[src/rtl/alu_pkg.sv]
// Shared types for the ALU arbiter: opcode and FSM state encodings.
package alu_pkg;

  localparam int NUM_REQ = 2;

  typedef enum logic [1:0] {
    OP_AND = 2'b00,
    OP_OR  = 2'b01,
    OP_XOR = 2'b10,
    OP_ADD = 2'b11
  } op_e;

  typedef enum logic [1:0] {
    ST_IDLE = 2'b00,
    ST_EXEC = 2'b01,
    ST_RESP = 2'b10
  } state_e;

endpackage

[src/rtl/alu_arbiter_if.sv]
// Request/response bundle for the ALU arbiter.
// Optional rsp_zero/rsp_carry exist only with ALU_ARBITER_FLAGS_EN defined.
interface alu_arbiter_if #(parameter int WIDTH = 16);
  import alu_pkg::*;

  logic             req0_valid, req1_valid;
  logic             req0_ready, req1_ready;
  op_e              req0_op, req1_op;
  logic [WIDTH-1:0] req0_a, req0_b, req1_a, req1_b;
  logic             rsp_valid, rsp_ready, rsp_id;
  logic [WIDTH-1:0] rsp_data;
`ifdef ALU_ARBITER_FLAGS_EN
  logic             rsp_zero, rsp_carry;
`endif

  // Arbiter side
  modport slave (
    input  req0_valid, req1_valid, req0_op, req1_op,
           req0_a, req0_b, req1_a, req1_b, rsp_ready,
    output req0_ready, req1_ready, rsp_valid, rsp_id, rsp_data
`ifdef ALU_ARBITER_FLAGS_EN
          , rsp_zero, rsp_carry
`endif
  );

  // Requesters/consumer side
  modport master (
    output req0_valid, req1_valid, req0_op, req1_op,
           req0_a, req0_b, req1_a, req1_b, rsp_ready,
    input  req0_ready, req1_ready, rsp_valid, rsp_id, rsp_data
`ifdef ALU_ARBITER_FLAGS_EN
          , rsp_zero, rsp_carry
`endif
  );

endinterface

[src/rtl/alu_core.sv]
// Combinational ALU datapath: AND/OR/XOR/ADD, ADD carry-out, else carry 0.
module alu_core
  import alu_pkg::*;
#(
  parameter int WIDTH = 16
) (
  input  op_e              op,
  input  logic [WIDTH-1:0] a,
  input  logic [WIDTH-1:0] b,
  output logic [WIDTH-1:0] y,
  output logic             carry
);

  // Select the operation; the add is one bit wider to expose the carry
  always_comb begin
    y     = '0;
    carry = 1'b0;
    case (op)
      OP_AND:  y = a & b;
      OP_OR:   y = a | b;
      OP_XOR:  y = a ^ b;
      OP_ADD:  {carry, y} = {1'b0, a} + {1'b0, b};
      default: y = '0;
    endcase
  end

endmodule

[src/rtl/alu_arbiter.sv]
// Two-requester round-robin arbiter in front of a shared ALU.
// IDLE grants and latches, EXEC registers the result, RESP holds it
// until the consumer takes it. Optional flags: ALU_ARBITER_FLAGS_EN.
module alu_arbiter
  import alu_pkg::*;
#(
  parameter int WIDTH = 16
) (
  input logic          clk,
  input logic          rst_n,
  alu_arbiter_if.slave bus
);

  state_e           state_q, state_d;
  logic [NUM_REQ-1:0] vld;
  logic             gnt_id;
  logic             last_q;     // requester served last; 1 after reset so 0 wins first
  op_e              op_q;
  logic [WIDTH-1:0] a_q, b_q;
  logic             id_q;
  logic [WIDTH-1:0] rsp_data_q;
  logic [WIDTH-1:0] y;
  logic             carry;
  logic             rdy0, rdy1;
`ifdef ALU_ARBITER_FLAGS_EN
  logic             zero_q, carry_q;
`endif

  assign vld = {bus.req1_valid, bus.req0_valid};

  alu_core #(.WIDTH(WIDTH)) u_core (
    .op    (op_q),
    .a     (a_q),
    .b     (b_q),
    .y     (y),
    .carry (carry)
  );

  // Round-robin pick: contested -> the one not served last; otherwise the lone valid
  always_comb begin
    gnt_id = (&vld) ? ~last_q : vld[1];
  end

  // Next state and combinational accept strobes
  always_comb begin
    state_d = state_q;
    rdy0    = 1'b0;
    rdy1    = 1'b0;
    case (state_q)
      ST_IDLE: if (rst_n && (|vld)) begin
        rdy0    = ~gnt_id;
        rdy1    = gnt_id;
        state_d = ST_EXEC;
      end
      ST_EXEC: state_d = ST_RESP;
      ST_RESP: if (bus.rsp_ready) state_d = ST_IDLE;
      default: state_d = ST_IDLE;
    endcase
  end

  // State register
  always_ff @(posedge clk) begin
    if (!rst_n) state_q <= ST_IDLE;
    else        state_q <= state_d;
  end

  // Operand capture on grant, result capture in EXEC, pointer update on handshake
  always_ff @(posedge clk) begin
    if (!rst_n) begin
      last_q     <= 1'b1;
      op_q       <= OP_AND;
      a_q        <= '0;
      b_q        <= '0;
      id_q       <= 1'b0;
      rsp_data_q <= '0;
`ifdef ALU_ARBITER_FLAGS_EN
      zero_q     <= 1'b0;
      carry_q    <= 1'b0;
`endif
    end else begin
      if (state_q == ST_IDLE && (|vld)) begin
        id_q <= gnt_id;
        op_q <= gnt_id ? bus.req1_op : bus.req0_op;
        a_q  <= gnt_id ? bus.req1_a  : bus.req0_a;
        b_q  <= gnt_id ? bus.req1_b  : bus.req0_b;
      end
      if (state_q == ST_EXEC) begin
        rsp_data_q <= y;
`ifdef ALU_ARBITER_FLAGS_EN
        zero_q     <= (y == '0);
        carry_q    <= carry;
`endif
      end
      if (state_q == ST_RESP && bus.rsp_ready) last_q <= id_q;
    end
  end

  assign bus.req0_ready = rdy0;
  assign bus.req1_ready = rdy1;
  assign bus.rsp_valid  = (state_q == ST_RESP);
  assign bus.rsp_id     = id_q;
  assign bus.rsp_data   = rsp_data_q;
`ifdef ALU_ARBITER_FLAGS_EN
  assign bus.rsp_zero   = zero_q;
  assign bus.rsp_carry  = carry_q;
`else
  // carry only feeds the optional flag register
  logic unused_carry;
  assign unused_carry = carry;
`endif

endmodule

[src/flat_wrapper.sv]
// flat-port wrapper written by rule: the top's interface ports become plain ports
module alu_arbiter_flat import alu_pkg::*;
#(
  parameter int WIDTH = 16
)
  (clk, rst_n, bus_req0_valid, bus_req1_valid, bus_req0_op, bus_req1_op, bus_req0_a, bus_req0_b, bus_req1_a, bus_req1_b, bus_rsp_ready, bus_req0_ready, bus_req1_ready, bus_rsp_valid, bus_rsp_id, bus_rsp_data);
  alu_arbiter_if #(.WIDTH(WIDTH)) bus_i ();
  input logic clk;
  input logic rst_n;
  input wire logic [$bits(bus_i.req0_valid)-1:0] bus_req0_valid;
  input wire logic [$bits(bus_i.req1_valid)-1:0] bus_req1_valid;
  input wire logic [$bits(bus_i.req0_op)-1:0] bus_req0_op;
  input wire logic [$bits(bus_i.req1_op)-1:0] bus_req1_op;
  input wire logic [$bits(bus_i.req0_a)-1:0] bus_req0_a;
  input wire logic [$bits(bus_i.req0_b)-1:0] bus_req0_b;
  input wire logic [$bits(bus_i.req1_a)-1:0] bus_req1_a;
  input wire logic [$bits(bus_i.req1_b)-1:0] bus_req1_b;
  input wire logic [$bits(bus_i.rsp_ready)-1:0] bus_rsp_ready;
  output wire logic [$bits(bus_i.req0_ready)-1:0] bus_req0_ready;
  output wire logic [$bits(bus_i.req1_ready)-1:0] bus_req1_ready;
  output wire logic [$bits(bus_i.rsp_valid)-1:0] bus_rsp_valid;
  output wire logic [$bits(bus_i.rsp_id)-1:0] bus_rsp_id;
  output wire logic [$bits(bus_i.rsp_data)-1:0] bus_rsp_data;
  assign bus_i.req0_valid = bus_req0_valid;
  assign bus_i.req1_valid = bus_req1_valid;
  assign bus_i.req0_op = bus_req0_op;
  assign bus_i.req1_op = bus_req1_op;
  assign bus_i.req0_a = bus_req0_a;
  assign bus_i.req0_b = bus_req0_b;
  assign bus_i.req1_a = bus_req1_a;
  assign bus_i.req1_b = bus_req1_b;
  assign bus_i.rsp_ready = bus_rsp_ready;
  assign bus_req0_ready = bus_i.req0_ready;
  assign bus_req1_ready = bus_i.req1_ready;
  assign bus_rsp_valid = bus_i.rsp_valid;
  assign bus_rsp_id = bus_i.rsp_id;
  assign bus_rsp_data = bus_i.rsp_data;
  alu_arbiter #(.WIDTH(WIDTH)) u_core (.clk(clk), .rst_n(rst_n), .bus(bus_i));
endmodule
[config.mk]
export PLATFORM = sky130hd
export DESIGN_NAME = alu_arbiter_flat
export DESIGN_NICKNAME = d
export VERILOG_FILES = /design/src/rtl/alu_pkg.sv /design/src/rtl/alu_arbiter_if.sv /design/src/rtl/alu_core.sv /design/src/rtl/alu_arbiter.sv /design/src/flat_wrapper.sv
export SDC_FILE = /design/constraint.sdc
export NUM_CORES = 1
export LEC_CHECK = 0
export BUFFER_PORTS_ARGS = -buffer_cell sky130_fd_sc_hd__buf_2
export CORE_ASPECT_RATIO = 1.5
export CORE_MARGIN = 5
export CORE_UTILIZATION = 49
export CTS_CLUSTER_DIAMETER = 50
export DETAILED_ROUTE_END_ITERATION = 16
export PLACE_DENSITY = 0.81
export SYNTH_ARGS = -nofsm -noshare
export SYNTH_HDL_FRONTEND = slang
export SYNTH_SLANG_ARGS = --single-unit
export TNS_END_PERCENT = 50
[constraint.sdc]
create_clock -name clk -period 2 [get_ports clk]
set_input_delay 0.1 -clock clk [delete_from_list [all_inputs] [get_ports clk]]
set_output_delay 0.1 -clock clk [all_outputs]
set_load 0.01 [all_outputs]
* After elaboration in Yosys (flattened, before gate mapping) *
Index checks and enable logic that the tools add are counted.

word-level totals
  register bits after elaboration = 54
  input bits = 73
  output and inout port bits = 20
  word-level logic and storage cells = 40

cells by class
  add/subtract/negate cells = 1
  equal/unequal tests = 7
  muxes and demuxes = 12
  bitwise logic cells = 5
  reduce and logical (&&, ||, !) cells = 8

operator list
  cell                                                  count
  one-hot mux 16 bit (4 select lines)                   1
  2-to-1 mux 16 bit                                     2
  adder 16 bit                                          1
  bitwise AND 16 bit                                    1
  bitwise OR 16 bit                                     1
  XOR 16 bit                                            1
  equality test 2 bit (second input constant)           3
  2-to-1 mux 2 bit                                      3
  one-hot mux 2 bit (3 select lines)                    1
  2-to-1 mux 1 bit                                      5
  equality test 2 x 1 -> 1 bit (second input constant)  2
  logical NOT 2 bit                                     2
  AND reduction 2 bit                                   2
  logical AND 1 bit                                     3
  != test 2 x 1 -> 1 bit (second input constant)        1
  != test 2 bit (second input constant)                 1
  NOT 1 bit                                             2
  OR reduction 2 bit                                    1

* Depth between registers and ports, before layout *
  depth in word-level cells = 5
  mapped depth = 9
  mapped depth without buffers = 8

* Hierarchy *
Synthesis repeated with hierarchy kept, for this count alone.

second synthesis, totals
  cell total of the unflattened synthesis = 504
  area total of the unflattened synthesis = 3862.5 um^2

by module, submodules not included
  module       times used  cells each  area each (um^2)  seq. area each (um^2)
  alu_arbiter  1           281         2369.8            1081.0
  alu_core     1           223         1492.7            0.0

* Least setup slack after synthesis *
OpenSTA, ideal clock, no wires.

  path type = reg2reg
  start point = reg u_core.b_q[0]
  end point = reg u_core.rsp_data_q[12], in the netlist u_core.bus.rsp_data[12]
  setup time = 0.086 ns
  arrival = 2.080 ns
  required time = 1.914 ns
  path slack = -0.166 ns
  cell stages (with the launch flop) = 9
  buffers on the path = 0
  period minus slack after synthesis = 2.166 ns
  cell sequence = dfxtp_1 ha_1 fa_1 a21o_2 a21o_2 a41oi_1 o211ai_1 xnor2_1 a211oi_1

on the way
  longest elaborated chain between the ends = 2

RTL lines
  what                                 RTL line           RTL
  start: declaration                   alu_arbiter.sv:19  logic [WIDTH-1:0] a_q, b_q;
  start signal: assignment             alu_arbiter.sv:85  b_q <= gnt_id ? bus.req1_b : bus.req0_b;
  adder 16 bit                         alu_core.sv:22     OP_ADD: {carry, y} = {1'b0, a} + {1'b0, b};
  one-hot mux 16 bit (4 select lines)  alu_core.sv:18     case (op)
  end signal: assignment               alu_arbiter.sv:88  rsp_data_q <= y;
  end: declaration                     alu_arbiter.sv:21  logic [WIDTH-1:0] rsp_data_q;

No other way between the ends.
A chain may end at the register's enable or synchronous reset.

* Final worst setup path *
  start point = reg u_core.b_q[0]
  end point = reg u_core.rsp_data_q[6], in the netlist u_core.bus.rsp_data[6]

The elaborated chain is that of the path after synthesis.

==> flow_summary_export.csv <==
group,metric,value,unit
outcome,status,"complete, but fails checks",
outcome,violations,"negative setup slack",
place,dpl_worst_slack,-0.1343,ns
detailed_routing,detail_route.first_pass.iterations,5,
pwr,vdd_drop_max,0.0004885,V
layout,utilization,64.69,%
synthesis,synth_cell_types,60,
detailed_routing,drt_wl_total,10100,um
run,drv_cap,0,
layout,area_growth,28.73,%
setup_path,critPathRequiredTime,2.25,ns
layout,layout_common_cells,"92 x buf_2, 54 x nand2_1, 50 x dfxtp_1",
global_route,first_global_vias,3548,
synthesis,synthMuxAreaShare,12.09,%
global_route,antenna_found_initial,0,
timing,setup_viol,7,
detailed_routing,vias,3686,
global_route,grt_use_total,21.03,%
layout,stdcell_area,4956,um2
synthesis,ys_seq_area_share,28.08,%
layout,antennaDiodeCount,0,
synthesis,synth_compound_area_share,25.58,%
die,initial_core_util,50.25,%
pwr,p_per_area,716.9,nW/um2
timing,max-slew-margin-rel,57.83,%
setup_path,crit_family,"compound AO/OA/AOI/OAI gates",
setup_path,path_buf_inv,0,
timing,rsz0062_at_grt,"true",
synthesis,synthAdderAreaFrac,10.92,%
die,rows,39,
timing,whs,0.08925,ns
clock_network,cts.clk_slew.worst_paths,0.07,ns
detailed_routing,ant_nets,0,
clock_network,htree_levels,2,
setup_path,critPathLaunchType,"flip-flop",
timing,finClkSkew,0.01186,ns
timing,setup_slack,-0.1379,ns
synthesis,avgSynthCellArea,8.632,um2
layout,final_common_cell,"buf_2",
die,io_pins,93,
clock_network,root_buffer,"clkbuf_16",
timing,finalHoldViolations,0,
pwr,totalPowerFinal,3.553,mW
pwr,p_leak,2.540,nW
clock_network,numClockSinks,54,
synthesis,synth_xor_area_share,1.820,%
timing,fmax,0.4678,GHz
place,place_congestion,0.9509,
place,dpl_cell_area,4628,um2
timing,tightest_slew,0.6326,ns
detailed_routing,drc_errors,0,
setup_path,cp.arrival,2.39,ns
setup_path,critPathMaxStageDelay,0.36,ns
clock_network,cts_buffer_depth,2,
synthesis,syn_area,3850,um2
setup_path,crit_chain,"ha_4 -> fa_2 -> a21o_4 -> a311oi_4 -> nor2_1 -> mux2_4 -> a221oi_2 -> a31o_1",
synthesis,syn_inst,446,
setup_path,crit_path_end_kind,"flip-flop",
global_route,grt_start_max_net_pins,70,
synthesis,synth-seq-cells,54,
synthesis,synth_edf_count,0,
layout,final_cells,660,
global_route,grt_overflow,0,
global_route,grt_pass1_wl,16550,um
place,placed_cells,649,
synthesis,synth-simple-area-share,12.87,%
timing,finalSetupTns,-0.4991,ns
die,coreArea,7661,um2
synthesis,async_flop_share,0,%
setup_path,crit_type,"flip-flop to flip-flop",
timing,period_share,106.9,%
min_path,hp-class,"input port to flip-flop",
place,hpwl,7562,um
setup_path,worst_path_max_delay_cell,"fa_2",
place,portBuffers,92,
layout,drive_above_1_share,33.51,%
die,dieArea,9766,um2
die,die_y,118.6,um
clock_network,ctsHoldBuffers,0,
synthesis,synth-main-ff-cell,"dfxtp_1",
synthesis,synth_top_family_by_area,"compound AO/OA/AOI/OAI gates",
timing,slew_violations,0,
die,die_x,82.38,um
synthesis,syn_nets,552,
synthesis,yosysWarningCount,0,
clock_network,clkLatencyLatePin,0.30,ns
detailed_routing,via_per_inst,5.585,
setup_path,cp_max_fo,3,
detailed_routing,first_iter_violations,320,
timing,layout_min_cycle_time,2.138,ns
layout,fin_nets,663,
clock_network,cts_tree,"yes",
clock_network,cts_made_buffers,5,
detailed_routing,wl_per_cell,15.31,um
-- cell type report --
type / count / area [um2]
well taps: 102 / 127.6
multi-input cells: 319 / 2600
flip-flops and latches: 54 / 1089
repair buffers: 139 / 845.8
clock buffers: 6 / 138.9
fillers: 647 / 2705
clock inverters: 2 / 12.51
inverters: 38 / 142.6
-- cells by family (layout without fill, tap and decap cells) --
family | Yosys count | in the layout
compound gates | 128 | 128
simple gates | 108 | 108
buf+inv | 73 | 185
flops | 54 | 54
mux | 42 | 42
fa+ha+maj | 33 | 33
xor+xnor | 8 | 8
-- Yosys cell counts (all sizes together), types with 8 or more instances --
library cell	n	area (um2)
nand2	54	202.7
ha	32	400.4
o211a	35	350.3
nand3	8	40.04
a211oi	10	75.07
buf	18	125.1
clkbuf	17	65.06
mux2i	36	360.4
nor2	17	63.81
dfxtp	54	1081
a21oi	24	123.9
o21ai	17	85.08
inv	37	138.9
-- tightest hold or removal path, stage by stage --
cell and delay [ns]:
buf_2 0.10, nand3_1 0.07, nand3_1 0.07
-- layer usage --
layer | routed length (um) | track usage [%]
met1 | 4227 | 27.95
met2 | 5078 | 34.19
met5 | 0 | 0
met3 | 574 | 3.120
met4 | 224 | 6.965
-- path summary, 6_finish.rpt --
| path | cells after the start | slack [ns] | end | from |
|---|---|---|---|---|
| hold reg to reg | 2 | 0.46 | u_core.bus.rsp_data[3] | u_core.bus.rsp_data[3] |
| setup / recovery | 8 | -0.14 | u_core.bus.rsp_data[6] | u_core.b_q[0] |
| setup reg to reg | 8 | -0.14 | u_core.bus.rsp_data[6] | u_core.b_q[0] |
| hold / removal | 3 | 0.09 | u_core.last_q | bus_rsp_ready |
-- state kept, by name, summed over array words and instances, names as in the netlist --
register / flops
u_core.bus.rsp_data: 16
u_core.b_q: 16
u_core.a_q: 16
u_core.last_q: 1
u_core.state_q: 2
u_core.op_q: 2
u_core.bus.rsp_id: 1
-- where the power goes --
group / internal [mW] / total (mW) / switching, mW
sequential: 1.20 / 1.29 / 0.0920
combinational: 0.647 / 1.38 / 0.728
clock: 0.496 / 0.885 / 0.389
total: 2.34 / 3.55 / 1.21
-- timing repair --
item	4_1_cts	5_1_grt
pin swaps	12	13
setup endpoints to repair	11	13
resized for setup	13	18
buffers inserted	2	1
Note: power is estimated with default switching activity, not from simulation.
